--- src/rtl/timeout_timer.sv ---
// timeout_timer: counts 1 s strobes and emits a one-cycle timeout pulse after a
// programmable number of them. Supports one-shot/periodic, pause, abort, restart
// and a saturating expiry counter.
//
// state | meaning
// IDLE  | not counting; remaining is 0, ticks ignored
// RUN   | counting accepted ticks down towards expiry
// HOLD  | counting suspended by pause; remaining frozen
module timeout_timer #(
  parameter int CNT_W       = 4,
  parameter int DEFAULT_LEN = 2,
  parameter int EXP_W       = 8
) (
  input  logic             clk,
  input  logic             rst,
  input  logic             tick_in,
  input  logic             start,
  input  logic             stop,
  input  logic             pause,
  input  logic             mode,
  input  logic [CNT_W-1:0] len,
  output logic             timeout,
  output logic             busy,
  output logic             paused,
  output logic [CNT_W-1:0] remaining,
  output logic [EXP_W-1:0] expiries
);

  typedef enum logic [1:0] {
    IDLE = 2'd0,
    RUN  = 2'd1,
    HOLD = 2'd2
  } state_t;

  localparam logic [CNT_W-1:0] DEF_LEN = CNT_W'(DEFAULT_LEN);
  localparam logic [CNT_W-1:0] ONE     = CNT_W'(1);

  state_t           state_q, state_d;
  logic [CNT_W-1:0] rem_q, rem_d;
  logic [CNT_W-1:0] len_q, len_d;
  logic             mode_q, mode_d;
  logic [EXP_W-1:0] exp_q, exp_d;
  logic             to_q, to_d;
  logic             busy_q, paused_q;

  // State and output registers; busy/paused are registered from the next state
  always_ff @(posedge clk) begin
    if (rst) begin
      state_q  <= IDLE;
      rem_q    <= '0;
      len_q    <= '0;
      mode_q   <= 1'b0;
      exp_q    <= '0;
      to_q     <= 1'b0;
      busy_q   <= 1'b0;
      paused_q <= 1'b0;
    end else begin
      state_q  <= state_d;
      rem_q    <= rem_d;
      len_q    <= len_d;
      mode_q   <= mode_d;
      exp_q    <= exp_d;
      to_q     <= to_d;
      busy_q   <= (state_d != IDLE);
      paused_q <= (state_d == HOLD);
    end
  end

  // Next-state logic: stop beats start, start beats tick/pause handling
  always_comb begin
    state_d = state_q;
    rem_d   = rem_q;
    len_d   = len_q;
    mode_d  = mode_q;
    exp_d   = exp_q;
    to_d    = 1'b0;
    if (stop) begin
      state_d = IDLE;
      rem_d   = '0;
    end else if (start) begin
      len_d   = (len == '0) ? DEF_LEN : len;
      mode_d  = mode;
      rem_d   = (len == '0) ? DEF_LEN : len;
      exp_d   = '0;
      state_d = pause ? HOLD : RUN;
    end else begin
      case (state_q)
        RUN: begin
          if (pause) begin
            state_d = HOLD;
          end else if (tick_in) begin
            if (rem_q > ONE) begin
              rem_d = rem_q - ONE;
            end else begin
              to_d  = 1'b1;
              exp_d = (exp_q == '1) ? exp_q : exp_q + 1'b1;
              if (mode_q) begin
                rem_d = len_q;
              end else begin
                rem_d   = '0;
                state_d = IDLE;
              end
            end
          end
        end
        HOLD: begin
          if (!pause) state_d = RUN;
        end
        default: ;
      endcase
    end
  end

  assign timeout   = to_q;
  assign busy      = busy_q;
  assign paused    = paused_q;
  assign remaining = rem_q;
  assign expiries  = exp_q;

endmodule

--- config.mk ---
export PLATFORM = sky130hd
export DESIGN_NAME = timeout_timer
export DESIGN_NICKNAME = d
export VERILOG_FILES = /design/src/rtl/timeout_timer.sv
export SDC_FILE = /design/constraint.sdc
export NUM_CORES = 1
export LEC_CHECK = 0
export BUFFER_PORTS_ARGS = -buffer_cell sky130_fd_sc_hd__buf_2
export CAP_MARGIN = 40
export CORE_MARGIN = 4
export CORE_UTILIZATION = 32
export DETAILED_ROUTE_END_ITERATION = 8
export GPL_ROUTABILITY_DRIVEN = 1
export GPL_TIMING_DRIVEN = 0
export PLACE_DENSITY = 0.57
export SETUP_SLACK_MARGIN = 0.1
export SLEW_MARGIN = 20
export SYNTH_ARGS = -nofsm -noshare
export SYNTH_HDL_FRONTEND = slang
export SYNTH_SLANG_ARGS = --single-unit
--- constraint.sdc ---
create_clock -name clk -period 2.3 [get_ports clk]
set_input_delay 0.46 -clock clk [delete_from_list [all_inputs] [get_ports clk]]
set_output_delay 0.46 -clock clk [all_outputs]
set_load 0.1 [all_outputs]
### Word level (Yosys, flattened, before mapping)

Index checks and enable logic that the tools add are counted.

| storage, ports and cells | value |
|---|---|
| flip-flop bits (word level) | 22 |
| input bits | 11 |
| output and inout port bits | 15 |
| word-level logic and storage cells | 53 |

| operators by class | value |
|---|---|
| $add $sub $neg | 2 |
| order comparisons | 1 |
| equality and inequality tests | 7 |
| multiplexer cells | 23 |
| bitwise logic cells | 3 |
| reduce and logical (&&, ||, !) cells | 9 |

Operators with widths:

| cell | number |
|---|---|
| $mux 8 | 6 |
| $mux 4 | 7 |
| $mux 2 | 8 |
| $add 8x1->8 const B | 1 |
| $eq 8x8->1 const B | 1 |
| $ne 2x2->1 const B | 3 |
| $reduce_and 6->1 | 1 |
| $reduce_bool 2->1 | 3 |
| $reduce_or 6->1 | 1 |
| $eq 2x2->1 const B | 2 |
| $gt 4x1->1 const B | 1 |
| $logic_not 4->1 | 1 |
| $pmux 2 s2 | 1 |
| $sub 4x1->4 const B | 1 |
| $not 1->1 | 3 |
| $reduce_and 3->1 | 1 |
| $eq 2x1->1 const B | 1 |
| $reduce_and 2->1 | 1 |
| $reduce_or 2->1 | 1 |
| $mux 1 | 1 |

### Longest topological paths before layout

| depth | value |
|---|---|
| depth after elaboration | 8 |
| mapped depth | 8 |

### Worst setup path before layout

OpenSTA, ideal clock, no wires.

| path | value |
|---|---|
| kind | register -> register |
| from | register rem_q[0], in the netlist remaining[0] |
| to | register exp_q[5], in the netlist expiries[5] |
| setup time | 0.070 ns |
| data arrival time | 2.683 ns |
| data required time | 2.230 ns |
| setup slack | -0.454 ns |
| stages on the path, launching flop included | 8 |
| path buffers | 1 |
| clock period less this slack | 2.754 ns |
| path through | dfxtp_1 > ha_1 > nor2_1 > or4b_4 > or2_1 > clkbuf_2 > or4_1 > a21oi_1 |

| between the ends | value |
|---|---|
| word-level cells in the longest chain between the ends | 3 |

RTL lines:

| item | line | RTL |
|---|---|---|
| from (decl) | 39 | `logic [CNT_W-1:0] rem_q, rem_d;` |
| from (signal assigned) | 59 | `rem_q <= rem_d;` |
| $gt 4x1->1 | 92 | `if (rem_q > ONE) begin` |
| $ne 2x2->1 (no source line) | - |  |
| $reduce_and 6->1 (no source line) | - |  |
| to (signal assigned) | 62 | `exp_q <= exp_d;` |
| to (decl) | 42 | `logic [EXP_W-1:0] exp_q, exp_d;` |

No other way between the ends.
A chain may end at the register's enable or synchronous reset.

### Worst setup path after layout

| path | value |
|---|---|
| from | register state_q[1] |
| to | register exp_q[5], in the netlist expiries[5] |

| between the ends | value |
|---|---|
| word-level cells in the longest chain between the ends | 3 |

RTL lines:

| item | line | RTL |
|---|---|---|
| from (decl) | 38 | `state_t state_q, state_d;` |
| from (signal assigned) | 58 | `state_q <= state_d;` |
| $eq 2x1->1 | 87 | `case (state_q)` |
| $reduce_bool 2->1 (no source line) | - |  |
| $reduce_and 6->1 (no source line) | - |  |

No other way between the ends.

==> results.py <==
metrics = {
    "worst_setup_path": {
        "critPathMaxFanout": 5,
        "criticalPathCategory": "register to register",
        "cp_top_family": "simple AND/OR/NAND/NOR gates",
        "path_buf_inv": 2,
        "required_ps": 2550,
        "critPathSlowestCell": "or4b_4",
        "start_kind": "register",
        "critPathCaptureType": "register",
        "crit_chain": "inv_2, ha_4, nand3b_4, or4b_4, or2_1, clkbuf_8, or4_4, a21oi_2",
        "cp.arrival_ps": 2390,
        "crit_path_max_incr_delay_ps": 520,
    },
    "clock_network": {
        "clockBufferDepth": 2,
        "root_buffer": "clkbuf_4",
        "clk_latency_ps": 310,
        "cts_hold_buf": 0,
        "clk_pin_slew_ps": 120,
        "h-tree-depth": 1,
        "cts_tree": "yes",
        "cts_buffers": 3,
        "clock-sinks": 22,
    },
    "yosys": {
        "synth_top_area_share_pct": 38.1,
        "syn_nets": 159,
        "syn_area_um2": 1160,
        "synth_area_per_cell_um2": 8.08,
        "yosysWarnings": 0,
        "ys_seq_elements": 22,
        "seq_area_frac_synth_pct": 38.1,
        "netlist-cell-type-count": 37,
        "synth_area_leaders": "dfxtp_1, ha_1, a21oi_1",
        "syn_inst": 143,
        "synth_enable_flop_cells": 0,
        "async_flop_share_pct": 0,
        "synthFlopType": "dfxtp_1",
        "synth_top_area_cell": "dfxtp_1",
    },
    "drt": {
        "viasPerCell": 5.10,
        "vias": 1126,
        "drt-wirelength-per-cell_um": 12.9,
        "drt_iter0_drc": 73,
        "first_pass_iters": 4,
        "totalWireLength_um": 2850,
        "drcViolationCount": 0,
        "drtAntennaViolNets": 0,
    },
    "run": {
        "cap_violations": 0,
    },
    "global_routing": {
        "grt_pass1_wl_um": 4920,
        "grt_antenna_before_repair": 0,
        "grt_max_degree": 13,
        "track_usage_pct": 13.9,
        "grt-ovfl-total": 0,
        "grt_pass1_vias": 1101,
    },
    "floorplan": {
        "core.rowCount": 21,
        "die_h_um": 68.1,
        "start_util_pct": 33.8,
        "coreArea_um2": 3420,
        "io_pins": 26,
        "die-area_um2": 4640,
        "die-width_um": 68.1,
    },
    "layout": {
        "multi_input_area_um2": 717,
        "area_growth_pct": 27.1,
        "n_antenna_cell": 0,
        "nNetsFinal": 192,
        "mostFrequentLayoutCells": "buf_2, nor2_1, dfxtp_1, nand2_1, a21oi_1",
        "seqCellArea_um2": 455,
        "n_fill_cell": 367,
        "final_common_cell": "buf_2",
        "fin_util_pct": 43.0,
        "drive_above_1_share_pct": 30.9,
    },
    "sta": {
        "setup_violations": 0,
        "rsz0062_at_grt": "yes",
        "max_freq_ghz": 0.468,
        "period_minus_slack_ps": 2130,
        "hold_violations": 0,
        "slew_violations": 0,
        "fin_ws_ps": 166,
        "fin_skew_ps": 8.67,
        "worst_pin_slew_ps": 591,
        "max_slew_margin_pct": 60.3,
        "post-route-period-util_pct": 92.8,
    },
    "placement": {
        "place_congestion": 0.849,
        "place_ws_ps": -73.6,
        "portBuffers": 23,
        "dp_hpwl_um": 2150,
    },
    "power_and_ir_drop": {
        "peakVddDrop_uv": 299,
        "p_leak_nw": 0.565,
        "power_density_nw_per_um2": 478,
    },
    "hold_path": {
        "hp-class": "input pin to register",
    },
    "status": {
        "status": "finished, final reports clean",
    },
}
==> sequential cells by signal, indices dropped and copies added, names as in the netlist <==
register   count
paused         1
busy           1
state_q        2
expiries       8
timeout        1
len_q          4
mode_q         1
remaining      4
==> logic make-up after synthesis <==
kind of cell	count (synthesis)	synth area share (%)
compound gates	32	17.1
xor+xnor	3	2.27
fa+ha+maj	5	5.41
buf+inv	12	4.00
flops	22	38.1
mux	1	0.866
simple gates	68	32.3
==> timing repair <==
action	CTS	global route
pin swaps	4	5
setup endpoints to repair	3	3
buffers inserted	2	3
gates resized for setup	7	4
==> power breakdown <==
part	switching, mW	internal [mW]
Combinational	0.0848	0.0378
Sequential	0.0101	0.390
Clock	0.115	0.0633
Total	0.210	0.491
==> worst reg2reg max path, stage by stage (launching register included) <==
cell      delay [ps]
dfxtp_2          340
inv_2             60
ha_4             160
nand3b_4          80
or4b_4           520
or2_1            250
clkbuf_8         140
or4_4            410
a21oi_2          140
==> layout make-up <==
type | count | area share, %
sequential | 22 | 31.0
buffer | 5 | 1.96
clock buffer | 3 | 1.53
clock inverter | 1 | 0.256
inverter | 7 | 2.13
tap | 46 | 3.92
timing repair buffer | 28 | 10.4
multi-input combinational | 109 | 48.8
==> through the flow <==
stage | cell area [um2] | setup TNS, ps | instances | hold WS, ps | power (mW)
after global routing | 1470 | 0 | 221 | 370 | 0.749
final | 1470 | 0 | 221 | 390 | 0.702
after global placement | 1370 | -48.5 | 212 | 447 | 0.525
after detailed placement | 1370 | -73.6 | 212 | 453 | 0.527
after CTS | 1430 | 0 | 218 | 378 | 0.717
after floorplan | 1200 | 0 | 143 | 436 | 0.494
==> routing by layer <==
layer | share of wire [%] | routed length, um | GRT usage [%] | up-vias
met5 | 0 | 0 | 0 | -
met2 | 47 | 1330 | 22.1 | 23
met1 | 48 | 1370 | 18.4 | 518
met4 | 0.60 | 17 | 2.98 | 0
li1 | - | - | - | 583
met3 | 4.7 | 135 | 4.11 | 2
==> final timing paths <==
kind / depth (start not counted) / end / slack [ps] / start
max reg2reg: 8 / expiries[5] / 170 / state_q[1]
max: 8 / expiries[5] / 170 / state_q[1]
min: 3 / mode_q / 390 / mode
min reg2reg: 2 / len_q[0] / 470 / len_q[0]
==> synth_stat cells, drive strengths merged (2+ instances only) <==
cell / number
dfxtp: 22
or2: 4
nor2: 15
a311oi: 2
xnor2: 3
or3: 2
o41ai: 2
a31oi: 3
nor3: 7
inv: 7
clkbuf: 5
nor4: 3
nand2: 13
a21oi: 12
nand4b: 2
and4: 2
o21ai: 7
ha: 5
nand2b: 4
nor2b: 3
nand3: 6
(Power assumes the default switching activity.)
